[src/rtl/cotm32_priv_pkg.sv]
// Privileged-architecture types shared by the cotm32 CSR/trap logic:
// Zicsr op and address encodings, trap causes, trap FSM states, mtvec mask.
package cotm32_priv_pkg;

    typedef enum logic [1:0] {
        ZICSR_CSR_OP_NONE = 2'd0,
        ZICSR_CSR_OP_RW   = 2'd1,
        ZICSR_CSR_OP_RS   = 2'd2,
        ZICSR_CSR_OP_RC   = 2'd3
    } zicsr_csr_op_t;

    typedef logic [11:0] zicsr_csr_addr_t;

    localparam zicsr_csr_addr_t ZICSR_CSR_MTVEC    = 12'h305;
    localparam zicsr_csr_addr_t ZICSR_CSR_MSCRATCH = 12'h340;
    localparam zicsr_csr_addr_t ZICSR_CSR_MEPC     = 12'h341;
    localparam zicsr_csr_addr_t ZICSR_CSR_MCAUSE   = 12'h342;
    localparam zicsr_csr_addr_t ZICSR_CSR_MTVAL    = 12'h343;

    // Machine-mode synchronous exception codes fit in four bits.
    localparam int TRAP_CAUSE_W = 4;
    typedef logic [TRAP_CAUSE_W-1:0] trap_cause_t;

    localparam trap_cause_t TRAP_CAUSE_ILLEGAL_INSN = 4'd2;
    localparam trap_cause_t TRAP_CAUSE_BREAKPOINT   = 4'd3;
    localparam trap_cause_t TRAP_CAUSE_ECALL_M      = 4'd11;

    typedef enum logic {
        TRAP_ST_IDLE     = 1'b0,
        TRAP_ST_REDIRECT = 1'b1
    } trap_state_t;

    localparam logic [31:0] MTVEC_ALIGN_MASK = 32'hFFFF_FFFC;

endpackage

[src/rtl/cotm32_csr_alu.sv]
// Pure combinational Zicsr new-value function: RW / RS / RC applied to the
// old CSR value and the operand. NONE passes the old value through.
module cotm32_csr_alu
    import cotm32_priv_pkg::*;
(
    input  zicsr_csr_op_t op,
    input  logic [31:0]   old_val,
    input  logic [31:0]   wdata,
    output logic [31:0]   new_val
);

    // Select the new CSR value for the requested operation.
    always_comb begin
        new_val = old_val;
        case (op)
            ZICSR_CSR_OP_RW: new_val = wdata;
            ZICSR_CSR_OP_RS: new_val = old_val | wdata;
            ZICSR_CSR_OP_RC: new_val = old_val & ~wdata;
            default:         new_val = old_val;
        endcase
    end

endmodule

[src/rtl/cotm32_csr_trap_unit.sv]
// Machine-mode CSR file (mtvec, mepc, mcause, mtval) and trap sequencer.
// Traps and mret capture a redirect target and hold it on redirect_pc
// until fetch accepts it. Handshake: redirect_valid stays high with a
// stable redirect_pc until a cycle where redirect_ready is also high; the
// transfer happens on that clock edge.
// Optional feature: define COTM32_MSCRATCH_EN to add mscratch (0x340).
module cotm32_csr_trap_unit
    import cotm32_priv_pkg::*;
#(
    parameter logic [31:0] RESET_MTVEC = 32'h0000_0100
) (
    input  logic            clk,
    input  logic            rst,
    input  zicsr_csr_op_t   csr_op,
    input  zicsr_csr_addr_t csr_addr,
    input  logic [31:0]     csr_wdata,
    output logic [31:0]     csr_rdata,
    output logic            csr_illegal,
    output logic            csr_ready,
    input  logic            trap_valid,
    input  trap_cause_t     trap_cause,
    input  logic [31:0]     trap_pc,
    input  logic [31:0]     trap_tval,
    input  logic            mret_valid,
    output logic            redirect_valid,
    output logic [31:0]     redirect_pc,
    input  logic            redirect_ready,
    output logic            busy,
    output trap_state_t     dbg_state
);

    trap_state_t state_q, state_d;
    logic [31:0] mtvec_q, mepc_q, mcause_q, mtval_q, target_q;
`ifdef COTM32_MSCRATCH_EN
    logic [31:0] mscratch_q;
`endif

    logic        csr_active, addr_legal, csr_we, take_trap, take_mret;
    logic [31:0] old_val, new_val;

    // Address decode and pre-write read value.
    always_comb begin
        addr_legal = 1'b0;
        old_val    = 32'h0;
        case (csr_addr)
            ZICSR_CSR_MTVEC:    begin addr_legal = 1'b1; old_val = mtvec_q;    end
            ZICSR_CSR_MEPC:     begin addr_legal = 1'b1; old_val = mepc_q;     end
            ZICSR_CSR_MCAUSE:   begin addr_legal = 1'b1; old_val = mcause_q;   end
            ZICSR_CSR_MTVAL:    begin addr_legal = 1'b1; old_val = mtval_q;    end
`ifdef COTM32_MSCRATCH_EN
            ZICSR_CSR_MSCRATCH: begin addr_legal = 1'b1; old_val = mscratch_q; end
`endif
            default:            begin addr_legal = 1'b0; old_val = 32'h0;      end
        endcase
    end

    assign csr_active  = (csr_op != ZICSR_CSR_OP_NONE);
    assign csr_illegal = csr_active && !addr_legal;
    assign csr_rdata   = (csr_active && addr_legal) ? old_val : 32'h0;

    cotm32_csr_alu u_csr_alu (
        .op      (csr_op),
        .old_val (old_val),
        .wdata   (csr_wdata),
        .new_val (new_val)
    );

    // A trap in the same cycle pre-empts the write; mret does not.
    assign take_trap = (state_q == TRAP_ST_IDLE) && trap_valid;
    assign take_mret = (state_q == TRAP_ST_IDLE) && mret_valid && !trap_valid;
    assign csr_we    = (state_q == TRAP_ST_IDLE) && csr_active && addr_legal && !trap_valid;

    // Next-state logic and handshake outputs of the trap sequencer.
    always_comb begin
        state_d        = state_q;
        redirect_valid = 1'b0;
        busy           = 1'b0;
        csr_ready      = 1'b0;
        case (state_q)
            TRAP_ST_IDLE: begin
                csr_ready = 1'b1;
                if (take_trap || take_mret) state_d = TRAP_ST_REDIRECT;
            end
            TRAP_ST_REDIRECT: begin
                redirect_valid = 1'b1;
                busy           = 1'b1;
                if (redirect_ready) state_d = TRAP_ST_IDLE;
            end
            default: state_d = TRAP_ST_IDLE;
        endcase
    end

    assign redirect_pc = target_q;
    assign dbg_state   = state_q;

    // State register.
    always_ff @(posedge clk) begin
        if (rst) state_q <= TRAP_ST_IDLE;
        else     state_q <= state_d;
    end

    // CSR registers and captured redirect target.
    always_ff @(posedge clk) begin
        if (rst) begin
            mtvec_q  <= RESET_MTVEC & MTVEC_ALIGN_MASK;
            mepc_q   <= 32'h0;
            mcause_q <= 32'h0;
            mtval_q  <= 32'h0;
            target_q <= 32'h0;
        end else begin
            if (take_trap) begin
                mepc_q   <= trap_pc & MTVEC_ALIGN_MASK;
                mcause_q <= {{(32-TRAP_CAUSE_W){1'b0}}, trap_cause};
                mtval_q  <= trap_tval;
                target_q <= mtvec_q & MTVEC_ALIGN_MASK;
            end else if (take_mret) begin
                target_q <= mepc_q;
            end
            if (csr_we) begin
                case (csr_addr)
                    ZICSR_CSR_MTVEC:  mtvec_q  <= new_val & MTVEC_ALIGN_MASK;
                    ZICSR_CSR_MEPC:   mepc_q   <= new_val & MTVEC_ALIGN_MASK;
                    ZICSR_CSR_MCAUSE: mcause_q <= new_val;
                    ZICSR_CSR_MTVAL:  mtval_q  <= new_val;
                    default:          ;
                endcase
            end
        end
    end

`ifdef COTM32_MSCRATCH_EN
    // Scratch register: full-width, no WARL fields.
    always_ff @(posedge clk) begin
        if (rst)                                             mscratch_q <= 32'h0;
        else if (csr_we && csr_addr == ZICSR_CSR_MSCRATCH) mscratch_q <= new_val;
    end
`endif

endmodule

[config.mk]
export PLATFORM = sky130hd
export DESIGN_NAME = cotm32_csr_trap_unit
export DESIGN_NICKNAME = d
export VERILOG_FILES = /design/src/rtl/cotm32_priv_pkg.sv /design/src/rtl/cotm32_csr_alu.sv /design/src/rtl/cotm32_csr_trap_unit.sv
export SDC_FILE = /design/constraint.sdc
export NUM_CORES = 1
export LEC_CHECK = 0
export CORE_UTILIZATION = 45
export CTS_CLUSTER_SIZE = 28
export DETAILED_ROUTE_END_ITERATION = 10
export PLACE_DENSITY = 0.8
export SLEW_MARGIN = 0
export SYNTH_ARGS = -nofsm -noshare
export SYNTH_HDL_FRONTEND = slang
export SYNTH_HIERARCHICAL = 1
export SYNTH_SLANG_ARGS = --single-unit
[constraint.sdc]
create_clock -name clk -period 2.5 [get_ports clk]
set_clock_uncertainty 0.15 [all_clocks]
set_input_delay 0.25 -clock clk [delete_from_list [all_inputs] [get_ports clk]]
set_output_delay 0.25 -clock clk [all_outputs]
set_load 0.02 [all_outputs]
==> results of run 1 <==
[where the power goes]
part           internal, mW  total, mW  switching, mW
combinational         0.473      0.988          0.514
clock                  1.61       2.76           1.14
sequential             2.61       2.65         0.0446
total                  4.70       6.40           1.70
[layout make-up]
| cell class | count | area share |
|---|---|---|
| Clock buffer | 18 | 0.0361 |
| Clock inverter | 14 | 0.0149 |
| Timing Repair Buffer | 271 | 0.218 |
| Sequential cell | 159 | 0.262 |
| Inverter | 33 | 0.0102 |
| Multi-Input combinational cell | 792 | 0.432 |
| Tap cell | 265 | 0.0273 |
[per-layer routing]
metal / vias up / global-route usage / routed length (µm)
met2: 403 / 0.487 / 14000
met1: 4350 / 0.362 / 12400
li1: 4208 / - / -
met3: 67 / 0.0470 / 1920
met5: - / 0 / 0
met4: 0 / 0.116 / 754
[timing repair]
| item | CTS | global route |
|---|---|---|
| endpoints found under the setup margin | 32 | 33 |
| setup buffers | 3 | 0 |
| resized for setup | 88 | 14 |
| pin swaps | 24 | 1 |
[path summary, 6_finish.rpt]
check,start,endpoint,cells after the start
min,rst,redirect_pc[15],2
max reg2reg,dbg_state,mcause_q[7],5
min reg2reg,redirect_pc[7],redirect_pc[7],2
max,csr_addr[5],csr_rdata[1],6
[flip-flops by register name, indices dropped and copies added, names as in the netlist]
register / cells
dbg_state: 1
mtvec_q: 30
redirect_pc: 32
mepc_q: 32
mcause_q: 32
mtval_q: 32
[stage by stage]
stage                     area (µm²)   util
final                          12200  0.623
after global routing           12200  0.623
after CTS                      12200  0.624
after global placement         11500  0.590
after floorplan                 8990      -
after detailed placement       11500  0.590
[cells in the mapped netlist, types with 3 or more instances]
| cell type | n |
|---|---|
| dfxtp_1 | 159 |
| clkbuf_1 | 72 |
| a222oi_1 | 30 |
| o21ai_1 | 11 |
| mux2i_1 | 96 |
| a211oi_2 | 4 |
| inv_1 | 33 |
| o21ai_0 | 22 |
| o211ai_1 | 28 |
| and3_1 | 5 |
| xnor2_1 | 32 |
| a21oi_1 | 62 |
| nand2_1 | 160 |
| buf_2 | 22 |
| nand3_1 | 29 |
| mux2_2 | 32 |
| nor2b_1 | 5 |
| nor2_1 | 69 |
| buf_8 | 3 |
| a22oi_1 | 62 |
| a21o_1 | 60 |
| nor3_1 | 6 |
| nand2b_1 | 61 |
| buf_4 | 7 |
[logic make-up (layout without fill, tap and decap cells)]
group	after synthesis	in the layout	share of synthesized area
AO/OA/AOI/OAI	283	283	0.221
multiplexers	130	130	0.149
XOR/XNOR	32	32	0.0312
AND/OR/NAND/NOR	347	347	0.174
flip-flops	159	159	0.354
buffers and inverters	141	336	0.0706
==> flow_summary_export.csv, run 1 <==
group,metric,value,unit
clock_tree,ctsLongestPathBuffers,2,
timing,rsz0062_at_grt,"no",
floorplan,io_pins,188,
routing,post_drt_wl_per_cell,18.8,µm
logic_synthesis,ys_warn_count,6,
place,gp_congestion,0.825,
timing,relSlewSlack,0.362,
timing,max_freq,411,MHz
clock_tree,cts_sinks,159,
clock_tree,clock_latency,0.43,ns
routing,postRouteWirelength,29100,µm
logic_synthesis,syn-num-nets,1211,
logic_synthesis,yosysTopAreaCellShare,0.354,
setup_path,crit_required,2.10,ns
setup_path,startpoint_type,"primary input",
job,maxCapViolations,0,
timing,setup_tns,0,ns
setup_path,worstPathArrival,2.03,ns
logic_synthesis,ys_seq_area_frac,0.354,
logic_synthesis,yosys_most_used_dff,"dfxtp_1",
pwr,power.density,526,mW/mm²
global_routing,gr-total-overflow,0,
routing,via_count,9028,
pwr,p_leak,4.80,nW
logic_synthesis,netlist_area,0.00899,mm²
floorplan,die_width,143,µm
floorplan,core_area,0.0195,mm²
cells_and_area,multiInputGateArea,0.00525,mm²
logic_synthesis,synth-seq-cells,159,
routing,viasPerCell,5.82,
routing,drt-initial-drc-count,919,
timing,drv_slew,0,
timing,setup_violations,0,
cells_and_area,syn_to_final_growth,35.2,%
logic_synthesis,synthTopCellsByArea,"dfxtp_1 (35%), mux2i_1 (11%), nand2_1 (6.7%), a22oi_1 (5.2%), a21o_1 (5.0%)",
logic_synthesis,syn-mean-instance-area,8.23,µm²
logic_synthesis,synth.distinct_cells,39,
setup_path,rrSetupSlack,0.38,ns
setup_path,critPathKind,"in -> out",
clock_tree,cts_inserted_buffers,17,
place,place_worst_setup_slack,-0.473,ns
setup_path,slowest_stage,"or3_4",
routing,drc,0,
logic_synthesis,async_flop_share,0,
cells_and_area,seq_area,0.00318,mm²
global_routing,grt_max_degree,60,
status,outcome,"complete, no violations",
logic_synthesis,synth_edf_count,0,
setup_path,crit_path_max_fanout,3,
timing,finalCriticalPeriod,2.43,ns
cells_and_area,nNetsFinal,1393,
place,port_buffers,185,
setup_path,critical_path.top_delay_family,"buffers and inverters",
clock_tree,cts_tree,"built",
cells_and_area,drive_above_1_share,0.159,
setup_path,cpPeakStageDelay,0.42,ns
place,dp_cells,1517,
floorplan,fp.dieArea,0.0205,mm²
routing,drtPass1Iterations,9,
timing,hold_viol,0,
cells_and_area,stdcell_count,1552,
cells_and_area,fill_cells,1685,
floorplan,fp.dieH,143,µm
global_routing,grt_pass1_vias,8809,
timing,fin_crit_sh,0.974,
timing,holdWs,0.110,ns
clock_tree,htree_levels,4,
logic_synthesis,syn_inst,1092,
setup_path,worstPathCellList,"clkdlybuf4s50_1, or3_4, nor2_2, nand2_1, a2111oi_2, clkdlybuf4s15_2",
global_routing,grt_pass1_wl,45700,µm
cells_and_area,antenna_cells,0,
pwr,peakVddDrop,482,µV
global_routing,antenna_found_initial,0,
hold_path,hold_path.class,"in -> reg",
cells_and_area,final_cell_mix,"nand2_1 (159), dfxtp_1 (159), clkdlybuf4s50_1 (144)",
timing,worstMarginPinSlew,0.954,ns
clock_tree,root_buffer,"clkbuf_16",
setup_path,critPathBufInv,2,
setup_path,end_kind,"primary output",
clock_tree,holdBufCountCts,0,
routing,antenna_left,0,
logic_synthesis,synth_top_cell_by_area,"dfxtp_1",
floorplan,start_util,0.460,
clock_tree,clk_pin_slew,0.07,ns
pwr,power,6.40,mW
timing,setup_slack,0.0656,ns
global_routing,grtUsageTotal,0.287,
place,hpwl,19200,µm
floorplan,placement_rows,51,
No activity file was read; power rests on OpenSTA's default activity.
==> run 2, diff against run 1 <==
--- a/config.mk
+++ b/config.mk
@@ -8,7 +8,8 @@
 export CORE_UTILIZATION = 45
 export CTS_CLUSTER_SIZE = 28
 export DETAILED_ROUTE_END_ITERATION = 10
-export PLACE_DENSITY = 0.8
+export PLACE_DENSITY = 0.72
+export SKIP_CTS_REPAIR_TIMING = 1
 export SLEW_MARGIN = 0
 export SYNTH_ARGS = -nofsm -noshare
 export SYNTH_HDL_FRONTEND = slang
==> flow_summary_export.csv, run 2 (synthesis gave the netlist of run 1 again) <==
group,metric,value,unit
status,outcome,"complete, no violations",
setup_path,slowest_stage,"clkdlybuf4s50_1",
timing,holdWs,0.0719,ns
global_routing,antenna_found_initial,1,
setup_path,critical_path.top_delay_family,"simple AND/OR/NAND/NOR gates",
global_routing,grt_max_degree,90,
cells_and_area,drive_above_1_share,0.144,
setup_path,crit_path_max_fanout,3,
routing,drtPass1Iterations,8,
cells_and_area,fill_cells,1683,
cells_and_area,stdcell_area,0.0125,mm²
setup_path,rr_endpoint,"mcause_q[7]",
clock_tree,root_buffer,"clkbuf_16",
timing,fin_crit_sh,0.971,
routing,postRouteWirelength,28800,µm
setup_path,cpPeakStageDelay,0.39,ns
pwr,power.density,524,mW/mm²
setup_path,r2r-start,"dbg_state",
routing,drt-initial-drc-count,856,
cells_and_area,nNetsFinal,1402,
floorplan,fp.dieH,143,µm
routing,viasPerCell,5.69,
hold_path,hold_path.class,"in -> reg",
clock_tree,clk_pin_slew,0.07,ns
routing,drc,0,
place,placed_area,0.0117,mm²
timing,drv_slew,0,
place,hpwl,19100,µm
cells_and_area,syn_to_final_growth,38.6,%
place,gp_congestion,0.845,
floorplan,core_area,0.0195,mm²
clock_tree,cts_tree,"built",
setup_path,rrSetupSlack,0.51,ns
hold_path,hold_depth,2,
hold_path,hp-start,"rst",
floorplan,placement_rows,51,
floorplan,io_pins,188,
setup_path,worstPathCellList,"clkdlybuf4s50_1, or3_1, nor2_1, nand2_1, a2111oi_4, buf_4, buf_4",
place,port_buffers,185,
timing,worstMarginPinSlew,0.541,ns
pwr,power,6.53,mW
routing,via_count,8894,
clock_tree,htree_levels,4,
setup_path,end_kind,"primary output",
cells_and_area,final_cell_mix,"nand2_1 (159), dfxtp_1 (159), clkdlybuf4s50_1 (145)",
global_routing,grt_pass1_vias,8546,
pwr,p_leak,5.43,nW
job,maxCapViolations,0,
clock_tree,clock_latency,0.44,ns
setup_path,worstPathArrival,2.03,ns
clock_tree,cts_sinks,159,
floorplan,die_width,143,µm
floorplan,start_util,0.460,
timing,finalCriticalPeriod,2.43,ns
setup_path,cp_common_cell,"buf_4",
setup_path,critPathBufInv,3,
setup_path,crit_required,2.10,ns
setup_path,startpoint_type,"primary input",
cells_and_area,seq_area,0.00318,mm²
global_routing,grtUsageTotal,0.282,
routing,post_drt_wl_per_cell,18.5,µm
timing,max_freq,412,MHz
global_routing,gr-total-overflow,0,
cells_and_area,multiInputGateArea,0.00527,mm²
hold_path,hold_end,"dbg_state",
setup_path,r2r_cells,6,
pwr,peakVddDrop,465,µV
timing,hold_viol,0,
clock_tree,ctsLongestPathBuffers,2,
place,place_worst_setup_slack,-0.457,ns
timing,setup_violations,0,
clock_tree,cts_inserted_buffers,17,
global_routing,grt_pass1_wl,44800,µm
timing,setup_tns,0,ns
routing,antenna_left,0,
floorplan,fp.dieArea,0.0205,mm²
timing,relSlewSlack,0.638,
setup_path,critPathKind,"in -> out",
timing,setup_slack,0.0718,ns
-- run 2: per-layer routing --
metal,GRT usage,part of all wire,up-vias
met5,0,0,-
met4,0.104,0.024,0
met3,0.0513,0.063,49
met2,0.471,0.48,341
met1,0.361,0.43,4282
li1,-,-,4222
-- run 2: cell type report --
cell class              count  area share
well taps                 265      0.0266
inverters                  33     0.00994
diodes                      1    0.000201
flip-flops and latches    159       0.255
clock inverters            14      0.0164
clock buffers              18      0.0352
repair buffers            280       0.233
multi-input cells         792       0.423
-- run 2: worst max path at each step --
stage                     to   startpoint  slack [ns]  cells after the start
2_1_floorplan   csr_rdata[1]  csr_addr[5]        0.02                      4
3_3_place_gp    csr_rdata[0]  csr_addr[5]       -0.43                      7
3_5_place_dp    csr_rdata[1]  csr_addr[5]       -0.46                      7
4_1_cts         csr_rdata[1]  csr_addr[5]       -0.46                      7
5_1_grt        csr_rdata[20]  csr_addr[3]       -0.01                      8
6_report        csr_rdata[1]  csr_addr[5]        0.07                      7
-- run 2: metrics by stage --
| stage | utilization | std cells |
|---|---|---|
| floorplan | - | 1092 |
| global placement | 0.599 | 1529 |
| detailed placement | 0.599 | 1529 |
| CTS | 0.632 | 1561 |
| global route | 0.638 | 1562 |
| finish | 0.638 | 1562 |
-- run 2: power by group --
part / switching, mW / internal [mW] / leakage, nW
combinational: 0.508 / 0.493 / 3.83
clock: 1.16 / 1.72 / 0.310
sequential: 0.0437 / 2.61 / 1.29
